===== config.mk =====
export PLATFORM = sky130hd
export DESIGN_NAME = axi4_timer
export DESIGN_NICKNAME = d
export VERILOG_FILES = /design/src/rtl/axi4_timer.sv
export SDC_FILE = /design/constraint.sdc
export NUM_CORES = 1
export LEC_CHECK = 0
export CAP_MARGIN = 25
export CORE_MARGIN = 2
export CORE_UTILIZATION = 59
export CTS_BUF_LIST = sky130_fd_sc_hd__clkbuf_8 sky130_fd_sc_hd__clkbuf_16
export DETAILED_ROUTE_END_ITERATION = 8
export GPL_TIMING_DRIVEN = 1
export PLACE_DENSITY = 0.87
export SLEW_MARGIN = 15
export SYNTH_ARGS = -nofsm -noshare
export SYNTH_HDL_FRONTEND = slang
export SYNTH_SLANG_ARGS = --single-unit

===== constraint.sdc =====
create_clock -name clock -period 7.33 [get_ports clock]
set_input_delay 1.466 -clock clock [delete_from_list [all_inputs] [get_ports clock]]
set_output_delay 1.466 -clock clock [all_outputs]
set_load 0.005 [all_outputs]

===== src/rtl/axi4_timer.sv =====
// AXI4 slave timer: 64-bit prescaled up-counter, 64-bit compare and a level irq.
// Register access is single-beat; bursts are drained and answered with SLVERR.
module axi4_timer #(
  parameter int PRESCALE_W     = 16,
  parameter int RESET_PRESCALE = 0
) (
  input  logic        clock,
  input  logic        resetn,
  output logic        irq,
  input  logic        timer_axi4_aw_valid,
  output logic        timer_axi4_aw_ready,
  input  logic [3:0]  timer_axi4_aw_id,
  input  logic [30:0] timer_axi4_aw_addr,
  input  logic [7:0]  timer_axi4_aw_len,
  input  logic [2:0]  timer_axi4_aw_size,
  input  logic [1:0]  timer_axi4_aw_burst,
  input  logic        timer_axi4_ar_valid,
  output logic        timer_axi4_ar_ready,
  input  logic [3:0]  timer_axi4_ar_id,
  input  logic [30:0] timer_axi4_ar_addr,
  input  logic [7:0]  timer_axi4_ar_len,
  input  logic [2:0]  timer_axi4_ar_size,
  input  logic [1:0]  timer_axi4_ar_burst,
  input  logic        timer_axi4_w_valid,
  output logic        timer_axi4_w_ready,
  input  logic [63:0] timer_axi4_w_data,
  input  logic [7:0]  timer_axi4_w_strb,
  input  logic        timer_axi4_w_last,
  output logic        timer_axi4_b_valid,
  input  logic        timer_axi4_b_ready,
  output logic [3:0]  timer_axi4_b_id,
  output logic [1:0]  timer_axi4_b_resp,
  output logic        timer_axi4_r_valid,
  input  logic        timer_axi4_r_ready,
  output logic [3:0]  timer_axi4_r_id,
  output logic [63:0] timer_axi4_r_data,
  output logic [1:0]  timer_axi4_r_resp,
  output logic        timer_axi4_r_last
);
  localparam logic [1:0] RESP_OKAY   = 2'b00;
  localparam logic [1:0] RESP_SLVERR = 2'b10;

  typedef enum logic [1:0] {W_IDLE, W_DATA, W_RESP} wstate_t;
  typedef enum logic {R_IDLE, R_DATA} rstate_t;

  wstate_t r_wstate, w_wnext;
  rstate_t r_rstate, w_rnext;

  logic [63:0]           r_count, r_compare;
  logic [2:0]            r_ctrl;
  logic                  r_pending;
  logic [PRESCALE_W-1:0] r_prescale, r_tick;

  logic [3:0]  r_wid, r_rid;
  logic [4:0]  r_woff;
  logic [7:0]  r_wlen, r_wbeat, r_rlen, r_rbeat;
  logic [1:0]  r_bresp, r_rresp;
  logic [63:0] r_rdata;

  logic        w_aw_hs, w_w_hs, w_ar_hs, w_r_hs, w_wlast_beat, w_wr, w_tick_ev, w_match;
  logic [63:0] w_wold, w_wnew, w_rdval;
  logic        w_unused;

  function automatic logic [63:0] f_merge(input logic [63:0] old, input logic [63:0] data,
                                          input logic [7:0] strb);
    logic [63:0] res;
    res = old;
    for (int i = 0; i < 8; i++)
      if (strb[i]) res[i*8 +: 8] = data[i*8 +: 8];
    return res;
  endfunction

  function automatic logic f_valid_off(input logic [4:0] off);
    return off < 5'd5;
  endfunction

  function automatic logic [63:0] f_regval(input logic [4:0] off, input logic [63:0] count,
                                           input logic [63:0] compare, input logic [2:0] ctrl,
                                           input logic pend, input logic [63:0] presc);
    case (off)
      5'd0:    return count;
      5'd1:    return compare;
      5'd2:    return {61'd0, ctrl};
      5'd3:    return {63'd0, pend};
      5'd4:    return presc;
      default: return 64'd0;
    endcase
  endfunction

  assign w_aw_hs      = timer_axi4_aw_valid && timer_axi4_aw_ready;
  assign w_w_hs       = timer_axi4_w_valid && timer_axi4_w_ready;
  assign w_ar_hs      = timer_axi4_ar_valid && timer_axi4_ar_ready;
  assign w_r_hs       = timer_axi4_r_valid && timer_axi4_r_ready;
  assign w_wlast_beat = timer_axi4_w_last || (r_wbeat == r_wlen);
  assign w_wr         = w_w_hs && (r_wlen == 8'd0) && f_valid_off(r_woff);
  assign w_tick_ev    = r_ctrl[0] && (r_tick == r_prescale);
  assign w_match      = w_tick_ev && (r_count == r_compare);
  assign w_wold       = f_regval(r_woff, r_count, r_compare, r_ctrl, r_pending, 64'(r_prescale));
  assign w_wnew       = f_merge(w_wold, timer_axi4_w_data, timer_axi4_w_strb);
  assign w_rdval      = f_regval(timer_axi4_ar_addr[7:3], r_count, r_compare, r_ctrl, r_pending,
                                 64'(r_prescale));
  assign w_unused     = ^{timer_axi4_aw_size, timer_axi4_aw_burst, timer_axi4_ar_size,
                          timer_axi4_ar_burst, timer_axi4_aw_addr[30:8], timer_axi4_aw_addr[2:0],
                          timer_axi4_ar_addr[30:8], timer_axi4_ar_addr[2:0]};

  // Write channel FSM
  always_ff @(posedge clock or negedge resetn) begin
    if (!resetn) r_wstate <= W_IDLE;
    else         r_wstate <= w_wnext;
  end

  always_comb begin
    w_wnext = r_wstate;
    case (r_wstate)
      W_IDLE:  if (timer_axi4_aw_valid) w_wnext = W_DATA;
      W_DATA:  if (timer_axi4_w_valid && w_wlast_beat) w_wnext = W_RESP;
      W_RESP:  if (timer_axi4_b_ready) w_wnext = W_IDLE;
      default: w_wnext = W_IDLE;
    endcase
  end

  always_comb begin
    timer_axi4_aw_ready = resetn && (r_wstate == W_IDLE);
    timer_axi4_w_ready  = (r_wstate == W_DATA);
    timer_axi4_b_valid  = (r_wstate == W_RESP);
  end

  always_ff @(posedge clock or negedge resetn) begin
    if (!resetn) begin
      r_wid   <= '0;
      r_woff  <= '0;
      r_wlen  <= '0;
      r_wbeat <= '0;
      r_bresp <= RESP_OKAY;
    end else if (w_aw_hs) begin
      r_wid   <= timer_axi4_aw_id;
      r_woff  <= timer_axi4_aw_addr[7:3];
      r_wlen  <= timer_axi4_aw_len;
      r_wbeat <= '0;
      r_bresp <= ((timer_axi4_aw_len == 8'd0) && f_valid_off(timer_axi4_aw_addr[7:3])) ?
                 RESP_OKAY : RESP_SLVERR;
    end else if (w_w_hs) begin
      r_wbeat <= r_wbeat + 8'd1;
    end
  end

  // Read channel FSM
  always_ff @(posedge clock or negedge resetn) begin
    if (!resetn) r_rstate <= R_IDLE;
    else         r_rstate <= w_rnext;
  end

  always_comb begin
    w_rnext = r_rstate;
    case (r_rstate)
      R_IDLE:  if (timer_axi4_ar_valid) w_rnext = R_DATA;
      R_DATA:  if (timer_axi4_r_ready && timer_axi4_r_last) w_rnext = R_IDLE;
      default: w_rnext = R_IDLE;
    endcase
  end

  always_comb begin
    timer_axi4_ar_ready = resetn && (r_rstate == R_IDLE);
    timer_axi4_r_valid  = (r_rstate == R_DATA);
    timer_axi4_r_last   = (r_rstate == R_DATA) && (r_rbeat == r_rlen);
  end

  // Read data is captured at the ar handshake and held until the burst completes
  always_ff @(posedge clock or negedge resetn) begin
    if (!resetn) begin
      r_rid   <= '0;
      r_rlen  <= '0;
      r_rbeat <= '0;
      r_rdata <= '0;
      r_rresp <= RESP_OKAY;
    end else if (w_ar_hs) begin
      r_rid   <= timer_axi4_ar_id;
      r_rlen  <= timer_axi4_ar_len;
      r_rbeat <= '0;
      r_rdata <= (timer_axi4_ar_len == 8'd0) ? w_rdval : 64'd0;
      r_rresp <= ((timer_axi4_ar_len == 8'd0) && f_valid_off(timer_axi4_ar_addr[7:3])) ?
                 RESP_OKAY : RESP_SLVERR;
    end else if (w_r_hs) begin
      r_rbeat <= r_rbeat + 8'd1;
    end
  end

  // Timer core: software writes win over counting; a match wins over W1C
  always_ff @(posedge clock or negedge resetn) begin
    if (!resetn) begin
      r_count    <= '0;
      r_compare  <= '1;
      r_ctrl     <= '0;
      r_pending  <= 1'b0;
      r_prescale <= PRESCALE_W'(RESET_PRESCALE);
      r_tick     <= '0;
    end else begin
      if (w_wr && (r_woff == 5'd0))   r_count <= w_wnew;
      else if (w_tick_ev)             r_count <= (w_match && r_ctrl[2]) ? 64'd0 : r_count + 64'd1;
      if (w_wr && (r_woff == 5'd1))   r_compare <= w_wnew;
      if (w_wr && (r_woff == 5'd2))   r_ctrl <= w_wnew[2:0];
      if (w_match)                    r_pending <= 1'b1;
      else if (w_wr && (r_woff == 5'd3) && timer_axi4_w_strb[0] && timer_axi4_w_data[0])
                                      r_pending <= 1'b0;
      if (w_wr && (r_woff == 5'd4)) begin
        r_prescale <= w_wnew[PRESCALE_W-1:0];
        r_tick     <= '0;
      end else if (r_ctrl[0]) begin
        r_tick <= w_tick_ev ? '0 : r_tick + 1'b1;
      end
    end
  end

  assign irq               = r_pending & r_ctrl[1];
  assign timer_axi4_b_id   = r_wid;
  assign timer_axi4_b_resp = r_bresp;
  assign timer_axi4_r_id   = r_rid;
  assign timer_axi4_r_data = r_rdata;
  assign timer_axi4_r_resp = r_rresp;
endmodule


==> summary.json <==
{
  "maxCapViolations": {"value": 0},
  "initial_antenna_violation_count": {"value": 1},
  "postSynth.asyncResetShare": {"value": 100, "unit": "%"},
  "clock_tree.buffer_depth": {"value": 3},
  "seq_pwr_share": {"value": 43.0, "unit": "%"},
  "finalHoldWorstSlack": {"value": 473, "unit": "ps"},
  "peakVddDrop": {"value": 0.000242, "unit": "V"},
  "design.final.nets": {"value": 2070},
  "vias": {"value": 15300},
  "cts_num_sinks": {"value": 278},
  "cts.repair_timing.setup_buffer_count": {"value": 0},
  "post_synth_num_cell_types": {"value": 77},
  "critPathMaxFanout": {"value": 98},
  "worstSetupPathType": {"value": "in2out"},
  "pwr-share-comb": {"value": 21.7, "unit": "%"},
  "rows": {"value": 60},
  "final-max-slew-violation-count": {"value": 0},
  "placed_cell_area": {"value": 0.0181, "unit": "mm^2"},
  "syn_avg_cell_area": {"value": 8.96, "unit": "um^2"},
  "internal_power": {"value": 3.10, "unit": "mW"},
  "final_min_period_over_clock_period": {"value": 59.9, "unit": "%"},
  "tightest_slew": {"value": 1100, "unit": "ps"},
  "timing.final.hold_violations": {"value": 0},
  "port_buffers": {"value": 194},
  "rsz0062_at_grt": {"value": "false"},
  "sw_frac_of_total": {"value": 30.2, "unit": "%"},
  "route.detailed.vias_per_inst": {"value": 6.79},
  "gr-usage-all-layers": {"value": 34.5, "unit": "%"},
  "drc": {"value": 0},
  "ctsHtreeMaxLevel": {"value": 1},
  "synth.yosys.warnings": {"value": 0},
  "skew": {"value": 17.2, "unit": "ps"},
  "timing.critical_path.slowest_cell_delay": {"value": 550, "unit": "ps"},
  "start_kind": {"value": "input pin"},
  "largest_net_degree_at_the_start_of_global_routing": {"value": 125},
  "crit_family": {"value": "buffers and inverters"},
  "commonest_register_cell_after_synthesis": {"value": "dfrtp_1"},
  "netlist_top_cells_area": {"value": "dfrtp_1 (33%), dfstp_2 (10%), o21ai_0 (5.8%)"},
  "power.share.clock": {"value": 35.3, "unit": "%"},
  "slew_headroom": {"value": 26.5, "unit": "%"},
  "synth_seq_area_share": {"value": 43.7, "unit": "%"},
  "place.gp.congestion": {"value": 0.942},
  "mostFrequentLayoutCell": {"value": "nand2_1"},
  "num_ports": {"value": 259},
  "clock-root-buffer": {"value": "clkbuf_16"},
  "insertion_delay": {"value": 570, "unit": "ps"},
  "net_switching_power": {"value": 1.34, "unit": "mW"},
  "post-layout-total-power": {"value": 4.44, "unit": "mW"},
  "area_delta_synth_final": {"value": 19.1, "unit": "%"},
  "synthDominantAreaCellType": {"value": "dfrtp_1"},
  "netlist_instances": {"value": 1796},
  "numPlacedInstances": {"value": 2195},
  "synth_enable_flop_cells": {"value": 0},
  "die_height": {"value": 169, "unit": "um"},
  "synth_top_cell_area_share": {"value": 33.3, "unit": "%"},
  "final_area": {"value": 0.0192, "unit": "mm^2"},
  "cts_hold_buffers": {"value": 0},
  "powerDensity": {"value": 232, "unit": "mW/mm^2"},
  "timing.setup.tns": {"value": 0, "unit": "ps"},
  "synth_seq_cells": {"value": 278},
  "grt_first_pass_wirelength": {"value": 79.0, "unit": "mm"},
  "setup_viol": {"value": 0},
  "proportion_of_layout_cells_with_a_drive_suffix_above_1": {"value": 9.98, "unit": "%"},
  "outcome": {"value": "finished clean"},
  "finalWirelength": {"value": 50.1, "unit": "mm"},
  "critical_path.n_buffers_inverters": {"value": 2},
  "hpwlAfterDp": {"value": 33.3, "unit": "mm"},
  "setup.worst_path.end_class": {"value": "primary output"},
  "drt.antenna.violating_nets": {"value": 0},
  "detailedRoute.firstPassIterationCount": {"value": 9},
  "number_of_non_filler_instances_in_the_completed_layout": {"value": 2255},
  "layout_common_cells": {"value": "nand2_1 (246), dfrtp_1 (213), clkdlybuf4s50_1 (193)"},
  "clkTransAtPathRegs": {"value": 60, "unit": "ps"},
  "first_global_vias": {"value": 14500},
  "core_region_area": {"value": 0.0269, "unit": "mm^2"},
  "worstPathCellList": {"value": "buf_8, nor3b_1, clkdlybuf4s50_1"},
  "dieWidth": {"value": 169, "unit": "um"},
  "max_clock_freq": {"value": 228, "unit": "MHz"},
  "cts_tree": {"value": "yes"},
  "ant_cells": {"value": 0},
  "worst-endpoint-required": {"value": 5860, "unit": "ps"},
  "critical-path-slowest-cell": {"value": "clkdlybuf4s50_1"},
  "wl_per_cell": {"value": 22.2, "unit": "um"},
  "filler_instances": {"value": 1981},
  "synthesis.area": {"value": 0.0161, "unit": "mm^2"},
  "fp.dieArea": {"value": 0.0286, "unit": "mm^2"},
  "post_cts_resized": {"value": 0},
  "initial_cell_density_of_the_core": {"value": 59.9, "unit": "%"},
  "grt_overflow_total": {"value": 0},
  "total_leakage_power": {"value": 7.44, "unit": "nW"},
  "worstHoldPathType": {"value": "reg2reg"},
  "period_needed": {"value": 4390, "unit": "ps"},
  "cts_made_buffers": {"value": 30},
  "critPathArrivalTime": {"value": 2920, "unit": "ps"},
  "initialDrtViolationCount": {"value": 2341}
}
## layout make-up
type	count	area [um^2]	area share, %
Clock buffer	35	831	4.34
Clock inverter	21	191	0.999
Timing Repair Buffer	221	2180	11.4
Sequential cell	278	7040	36.8
Inverter	32	120	0.627
Multi-Input combinational cell	1327	8360	43.7
Tap cell	341	427	2.23
## through the flow
step | util, % | worst slack, ps
floorplan | - | 3980
global placement | 67.2 | 2750
finish | 71.3 | 2940
detailed placement | 67.2 | 2770
global route | 71.3 | 2800
CTS | 71.0 | 2910
## power by group through the flow
stage	Combinational, mW	Sequential [mW]	Clock (mW)
after global routing	1.04	1.93	1.63
after CTS	0.950	1.90	1.58
final	0.962	1.91	1.57
after detailed placement	0.937	1.93	0
after global placement	0.903	1.91	0
after floorplan	0.658	1.84	0
## state kept, by name (all words and copies together), names as in the netlist, 5 cells and up
name,count
r_count,64
r_rbeat,8
r_rlen,8
r_woff,5
r_wbeat,8
r_tick,16
timer_axi4_r_data,64
r_wlen,8
r_prescale,16
r_compare,64
## cell families after synthesis
family                   count (synthesis)  share of synthesized area (%)
AO/OA/AOI/OAI                          477                           19.0
AND/OR/NAND/NOR                        628                           19.5
flip-flops                             278                           43.7
adder cells (fa/ha/maj)                  4                          0.311
multiplexers                            97                           6.27
XOR/XNOR                               119                           6.48
buffers and inverters                  192                           4.67
other                                    1                         0.0233
## worst min-delay path, stage by stage (launching register included)
cell and delay, ps:
dfrtp_1 340, nand2_1 50, nand2_1 50
## worst paths after layout
path	startpoint	endpoint	slack, ps	depth (start not counted)
worst max-delay path	resetn	timer_axi4_aw_ready	2940	3
worst min-delay path	timer_axi4_r_id[0]$_DFFE_PN0P_	timer_axi4_r_id[0]$_DFFE_PN0P_	470	2
worst max register to register	r_count[25]$_DFFE_PN0P_	r_count[42]$_DFFE_PN0P_	3210	8
worst min register to register	timer_axi4_r_id[0]$_DFFE_PN0P_	timer_axi4_r_id[0]$_DFFE_PN0P_	470	2
max in group asynchronous	resetn	r_prescale[5]$_DFFE_PN0N_	4320	3
min in group asynchronous	resetn	timer_axi4_r_id[2]$_DFFE_PN0P_	900	1
## routing by layer
metal,vias up,wire [um],global-route usage (%)
met3,228,6150,8.89
met1,7241,19000,46.7
met5,-,11,0
met2,1106,22200,52.4
li1,6737,-,-
met4,2,2800,16.1
## Yosys cell counts, drive strengths merged (4+ instances only)
| cell | n |
|---|---|
| a211oi | 8 |
| a21o | 4 |
| a21oi | 58 |
| a221o | 9 |
| a221oi | 4 |
| a222oi | 13 |
| a22oi | 53 |
| a31oi | 28 |
| and2 | 8 |
| and3 | 34 |
| and4 | 8 |
| buf | 28 |
| clkbuf | 132 |
| dfrtp | 214 |
| dfstp | 64 |
| ha | 4 |
| inv | 32 |
| mux2 | 30 |
| mux2i | 67 |
| nand2 | 248 |
| nand2b | 12 |
| nand3 | 51 |
| nand4 | 48 |
| nor2 | 68 |
| nor2b | 7 |
| nor3 | 64 |
| nor3b | 6 |
| nor4 | 27 |
| o211ai | 22 |
| o21a | 4 |
| o21ai | 208 |
| o221ai | 5 |
| o311ai | 5 |
| o31a | 4 |
| o31ai | 6 |
| o32a | 22 |
| or3 | 19 |
| or4 | 13 |
| xnor2 | 78 |
| xor2 | 41 |
(Power assumes the default switching activity.)
